==> config.mk <==
export PLATFORM = sky130hd
export DESIGN_NAME = alu_share_arbiter
export DESIGN_NICKNAME = d
export VERILOG_FILES = /design/src/rtl/alu_share_arbiter.sv
export SDC_FILE = /design/constraint.sdc
export NUM_CORES = 1
export LEC_CHECK = 0
export CAP_MARGIN = 20
export CORE_UTILIZATION = 42
export CTS_BUF_LIST = sky130_fd_sc_hd__clkbuf_8
export CTS_CLUSTER_DIAMETER = 30
export CTS_CLUSTER_SIZE = 25
export DETAILED_ROUTE_END_ITERATION = 16
export GPL_TIMING_DRIVEN = 0
export PLACE_DENSITY_LB_ADDON = 0.05
export SLEW_MARGIN = 20
export SYNTH_ARGS = -nofsm -noshare
export SYNTH_HDL_FRONTEND = slang
export SYNTH_SLANG_ARGS = --single-unit
==> constraint.sdc <==
create_clock -name clk -period 4.7 [get_ports clk]
set_input_delay 0.705 -clock clk [delete_from_list [all_inputs] [get_ports clk]]
set_output_delay 0.705 -clock clk [all_outputs]
set_load 0.02 [all_outputs]
==> src/rtl/alu_share_arbiter.sv <==
// alu_share_arbiter: shares one combinational ALU between two requesters.
// A round-robin grant picks a requester in IDLE. Its operands are registered
// onto the ALU, sampled after ALU_LAT cycles, and returned as a response.
// Optional feature macro: ALU_ARB_PERF_CNT_EN adds saturating per-requester
// grant counters (grant_cnt0/grant_cnt1) with a synchronous clear (cnt_clr).
module alu_share_arbiter #(
  parameter int W       = 16,
  parameter int ALU_LAT = 1
) (
  input  logic         clk,
  input  logic         rst_n,
  input  logic         r0_valid,
  input  logic         r1_valid,
  output logic         r0_ready,
  output logic         r1_ready,
  input  logic [4:0]   r0_op,
  input  logic [4:0]   r1_op,
  input  logic [W-1:0] r0_a,
  input  logic [W-1:0] r1_a,
  input  logic [W-1:0] r0_b,
  input  logic [W-1:0] r1_b,
  output logic         r0_rsp_valid,
  output logic         r1_rsp_valid,
  input  logic         r0_rsp_ready,
  input  logic         r1_rsp_ready,
  output logic [W-1:0] r0_result,
  output logic [W-1:0] r1_result,
  output logic [3:0]   r0_flags,
  output logic [3:0]   r1_flags,
  output logic [4:0]   alu_op,
  output logic [W-1:0] alu_a,
  output logic [W-1:0] alu_b,
  input  logic [W-1:0] alu_result,
  input  logic [3:0]   alu_flags
`ifdef ALU_ARB_PERF_CNT_EN
  ,
  input  logic         cnt_clr,
  output logic [15:0]  grant_cnt0,
  output logic [15:0]  grant_cnt1
`endif
);

  typedef enum logic [1:0] {IDLE, EXEC, RESP} state_t;

  // Last EXEC counter value; the ALU output is sampled in that cycle.
  localparam logic [3:0] LAST_CNT = 4'(ALU_LAT - 1);

  state_t       state;
  state_t       state_nxt;
  logic         last_grant;
  logic         owner;
  logic [3:0]   exec_cnt;
  logic [W-1:0] result_q;
  logic [3:0]   flags_q;

  logic         grant_valid;
  logic         grant;
  logic         accept;
  logic         own_rsp_ready;
  logic         rsp_done;

  // Round-robin arbitration: on a tie, the requester not served last wins.
  always_comb begin
    grant_valid = 1'b0;
    grant       = 1'b0;
    if (r0_valid && r1_valid) begin
      grant_valid = 1'b1;
      grant       = ~last_grant;
    end else if (r0_valid) begin
      grant_valid = 1'b1;
      grant       = 1'b0;
    end else if (r1_valid) begin
      grant_valid = 1'b1;
      grant       = 1'b1;
    end
  end

  assign r0_ready      = (state == IDLE) && grant_valid && (grant == 1'b0);
  assign r1_ready      = (state == IDLE) && grant_valid && (grant == 1'b1);
  assign accept        = (state == IDLE) && grant_valid;
  assign own_rsp_ready = owner ? r1_rsp_ready : r0_rsp_ready;
  assign rsp_done      = (state == RESP) && own_rsp_ready;

  assign r0_rsp_valid  = (state == RESP) && (owner == 1'b0);
  assign r1_rsp_valid  = (state == RESP) && (owner == 1'b1);
  assign r0_result     = result_q;
  assign r1_result     = result_q;
  assign r0_flags      = flags_q;
  assign r1_flags      = flags_q;

  // Next-state logic: accept, wait out the ALU settle time, then hold the response.
  always_comb begin
    state_nxt = state;
    case (state)
      IDLE:    if (accept) state_nxt = EXEC;
      EXEC:    if (exec_cnt == LAST_CNT) state_nxt = RESP;
      RESP:    if (own_rsp_ready) state_nxt = IDLE;
      default: state_nxt = IDLE;
    endcase
  end

  // State register.
  always_ff @(posedge clk or negedge rst_n) begin
    if (!rst_n) state <= IDLE;
    else        state <= state_nxt;
  end

  // Transaction datapath: latch operands on accept, count EXEC cycles, capture the ALU output.
  always_ff @(posedge clk or negedge rst_n) begin
    if (!rst_n) begin
      alu_op     <= '0;
      alu_a      <= '0;
      alu_b      <= '0;
      owner      <= 1'b0;
      last_grant <= 1'b1;
      exec_cnt   <= '0;
      result_q   <= '0;
      flags_q    <= '0;
    end else begin
      if (accept) begin
        alu_op   <= grant ? r1_op : r0_op;
        alu_a    <= grant ? r1_a  : r0_a;
        alu_b    <= grant ? r1_b  : r0_b;
        owner    <= grant;
        exec_cnt <= '0;
      end else if (state == EXEC) begin
        exec_cnt <= exec_cnt + 4'd1;
        if (exec_cnt == LAST_CNT) begin
          result_q <= alu_result;
          flags_q  <= alu_flags;
        end
      end
      if (rsp_done) last_grant <= owner;
    end
  end

`ifdef ALU_ARB_PERF_CNT_EN
  // Saturating accept counters per requester; clear wins over increment.
  always_ff @(posedge clk or negedge rst_n) begin
    if (!rst_n) begin
      grant_cnt0 <= '0;
      grant_cnt1 <= '0;
    end else if (cnt_clr) begin
      grant_cnt0 <= '0;
      grant_cnt1 <= '0;
    end else if (accept) begin
      if (!grant && grant_cnt0 != 16'hFFFF) grant_cnt0 <= grant_cnt0 + 16'd1;
      if (grant && grant_cnt1 != 16'hFFFF)  grant_cnt1 <= grant_cnt1 + 16'd1;
    end
  end
`endif

endmodule

==> impl_metrics.tcl <==
set metrics [dict create \
    cts_tree "built" \
    finalCriticalPeriod_ps 3211 \
    crit_type "in -> out" \
    final_cell_count_no_fill 529 \
    yosysWarnings 0 \
    power.density_nw_per_um2 709.2 \
    worstPathRequired_ps 3990 \
    synth_common_cells "64 x dfrtp_1, 37 x a221o_1, 37 x o21a_1" \
    drc 0 \
    syn_to_final_growth_pct 70.68 \
    synth_top_cell_by_area "dfrtp_1" \
    synth_top_area_share_pct 52.94 \
    setup_ws_ps 1489 \
    status "completed" \
    peakVddDrop_v 0.0002938 \
    slowest_delay_ps 690 \
    clock-sinks 65 \
    clk_pin_slew_ps 70 \
    nFillCells 508 \
    synth_nets 338 \
    grt_remaining_overflow 0 \
    fin_tns_setup_ps 0 \
    regToRegSetupSlack_ps 2960 \
    clk_latency_ps 340 \
    holdBufCountCts 0 \
    ys_types 29 \
    fin_crit_sh_pct 68.33 \
    synth-edff-count 0 \
    fp.dieW_um 86.87 \
    nets 530 \
    cp_top_family "buffers and inverters" \
    cts_buffers 9 \
    hold_viol_final 0 \
    synthesis.instances 236 \
    power.total_w 0.003662 \
    grt_usage_pct 23.88 \
    dieArea_um2 7546 \
    antenna_found_initial 0 \
    cts-resized-gates 0 \
    hp-class "in -> async" \
    async_flop_share_pct 100.0 \
    drive_gt1_share_pct 16.40 \
    cts_setup_buffers 0 \
    endpoint_kind "output pin" \
    synth.area.top_cells "dfrtp_1 53%, a221o_1 12%, o21a_1 9.2%" \
    grt_pass1_vias 2730 \
    ant_nets 0 \
    timing.hold.ws_ps 266.2 \
    port_buffers 180 \
    viasPerCell 5.170 \
    syn_area_um2 3025 \
    die_h_um 86.87 \
    fmax_mhz 311.4 \
    slew_viol_final 0 \
    pre_cts_slack_ps 1476 \
    boundaryPins 181 \
    htreeDepth 3 \
    maxCapViolCount 0 \
    fin_skew_ps 7.288 \
    dp.cells 513 \
    drt-initial-drc-count 74 \
    relSlewSlack_pct 66.02 \
    startpoint_type "input pin" \
    avgSynthCellArea_um2 12.82 \
    wl_per_cell_um 16.29 \
    critPathMostFrequentCell "clkdlybuf4s50_1" \
    cp_max_fo 10 \
    ys_seq_area_share_pct 53.80 \
    initial_core_util_pct 44.04 \
    rsz0062_at_grt "false" \
    dp_hpwl_um 6617 \
    wl_um 8619 \
    p_leak_nw 2.183 \
    ys.flop_type "dfrtp_1" \
    synth-seq-cells 65 \
    path_cells "clkdlybuf4s50_1 > nand2b_1 > and3_4 > clkbuf_1 > clkdlybuf4s50_1" \
    gp_congestion 0.7312 \
    finalSetupViolCount 0 \
    tightest_slew_ps 507.8 \
    root_buffer "clkbuf_8" \
    drt_first_pass_iters 4 \
    worst-path-buf-inv 3 \
    vias 2735 \
    num_rows 30 \
    grt_max_degree 40 \
    cp.arrival_ps 2510 \
    core_area_um2 6869 \
    synth_most_common_cell "dfrtp_1" \
    grt_pass1_wl_um 13460 \
    insertedDiodeCount 0 \
    cts.path.max_buffers 2 \
    cp_slowest_cell "clkdlybuf4s50_1" \
]
-- through the flow --
step	instance area [um^2]	util (%)
finish	5164	75.17
global route	5164	75.17
CTS	5164	75.17
detailed placement	4965	72.28
global placement	4947	72.02
floorplan	3025	-
-- final cells by class --
type | instances | area, um^2 | area share (%)
well taps | 96 | 120.1 | 2.326
inverters | 2 | 7.507 | 0.1454
plain buffers | 39 | 279.0 | 5.403
clock inverters | 5 | 47.55 | 0.9208
clock buffers | 11 | 151.4 | 2.932
flip-flops and latches | 65 | 1628 | 31.52
multi-input cells | 130 | 1111 | 21.52
repair buffers | 181 | 1819 | 35.23
-- sequential cells by signal, indices dropped and copies added (netlist names) --
name and flops:
state 2, alu_b 16, alu_a 16, exec_cnt 4, last_grant 1, r0_result 16
alu_op 5, r0_flags 4, owner 1
-- routing by layer --
| metal | up-vias | track usage, % | wire length, um |
|---|---|---|---|
| met3 | 18 | 7.867 | 729 |
| met5 | - | 0 | 0 |
| met4 | 0 | 11.52 | 233 |
| met1 | 1338 | 27.23 | 3220 |
| li1 | 1258 | - | - |
| met2 | 121 | 40.37 | 4435 |
-- report_power, final --
part	internal [W]	switching, W
sequential	0.000840	0.000189
combinational	0.00119	0.000960
clock	0.000268	0.000211
-- cell usage in the layout (no fill, tap or decap), drive strengths merged --
cell | Yosys | final
a21o | 1 | 1
a221o | 37 | 37
a22o | 1 | 1
and2 | 1 | 1
and2b | 2 | 2
and3 | 2 | 2
buf | 32 | 34
bufinv | 0 | 1
clkbuf | 7 | 18
clkdlybuf4s50 | 0 | 179
clkinv | 0 | 2
dfrtp | 64 | 64
dfstp | 1 | 1
ha | 2 | 2
inv | 2 | 4
mux2 | 21 | 21
mux2i | 1 | 1
nand2 | 4 | 4
nand2b | 3 | 3
nand3b | 1 | 1
nand4 | 1 | 1
nor2 | 3 | 3
nor3b | 1 | 1
o211ai | 2 | 2
o21a | 37 | 37
o21ai | 7 | 7
o22ai | 1 | 1
or2 | 1 | 1
or2b | 1 | 1
-- cells by family after synthesis --
kind of cell | Yosys count | share of synthesized area [%]
compound gates | 86 | 23.82
fa+ha+maj | 2 | 0.8270
buf+inv | 41 | 9.471
simple gates | 20 | 3.929
flops | 65 | 53.81
mux | 22 | 8.147
-- path summary, 6_finish.rpt --
kind / end / start / depth (start not counted)
worst max-delay path: r0_ready / r1_valid / 5
worst min-delay path: r0_result[6] / rst_n / 1
worst max register to register: r0_flags[0] / exec_cnt[0] / 6
worst min register to register: exec_cnt[3] / exec_cnt[3] / 1
max in group asynchronous: last_grant / rst_n / 2
min in group clk: exec_cnt[3] / exec_cnt[3] / 1
No activity file was read; power rests on OpenSTA's default activity.
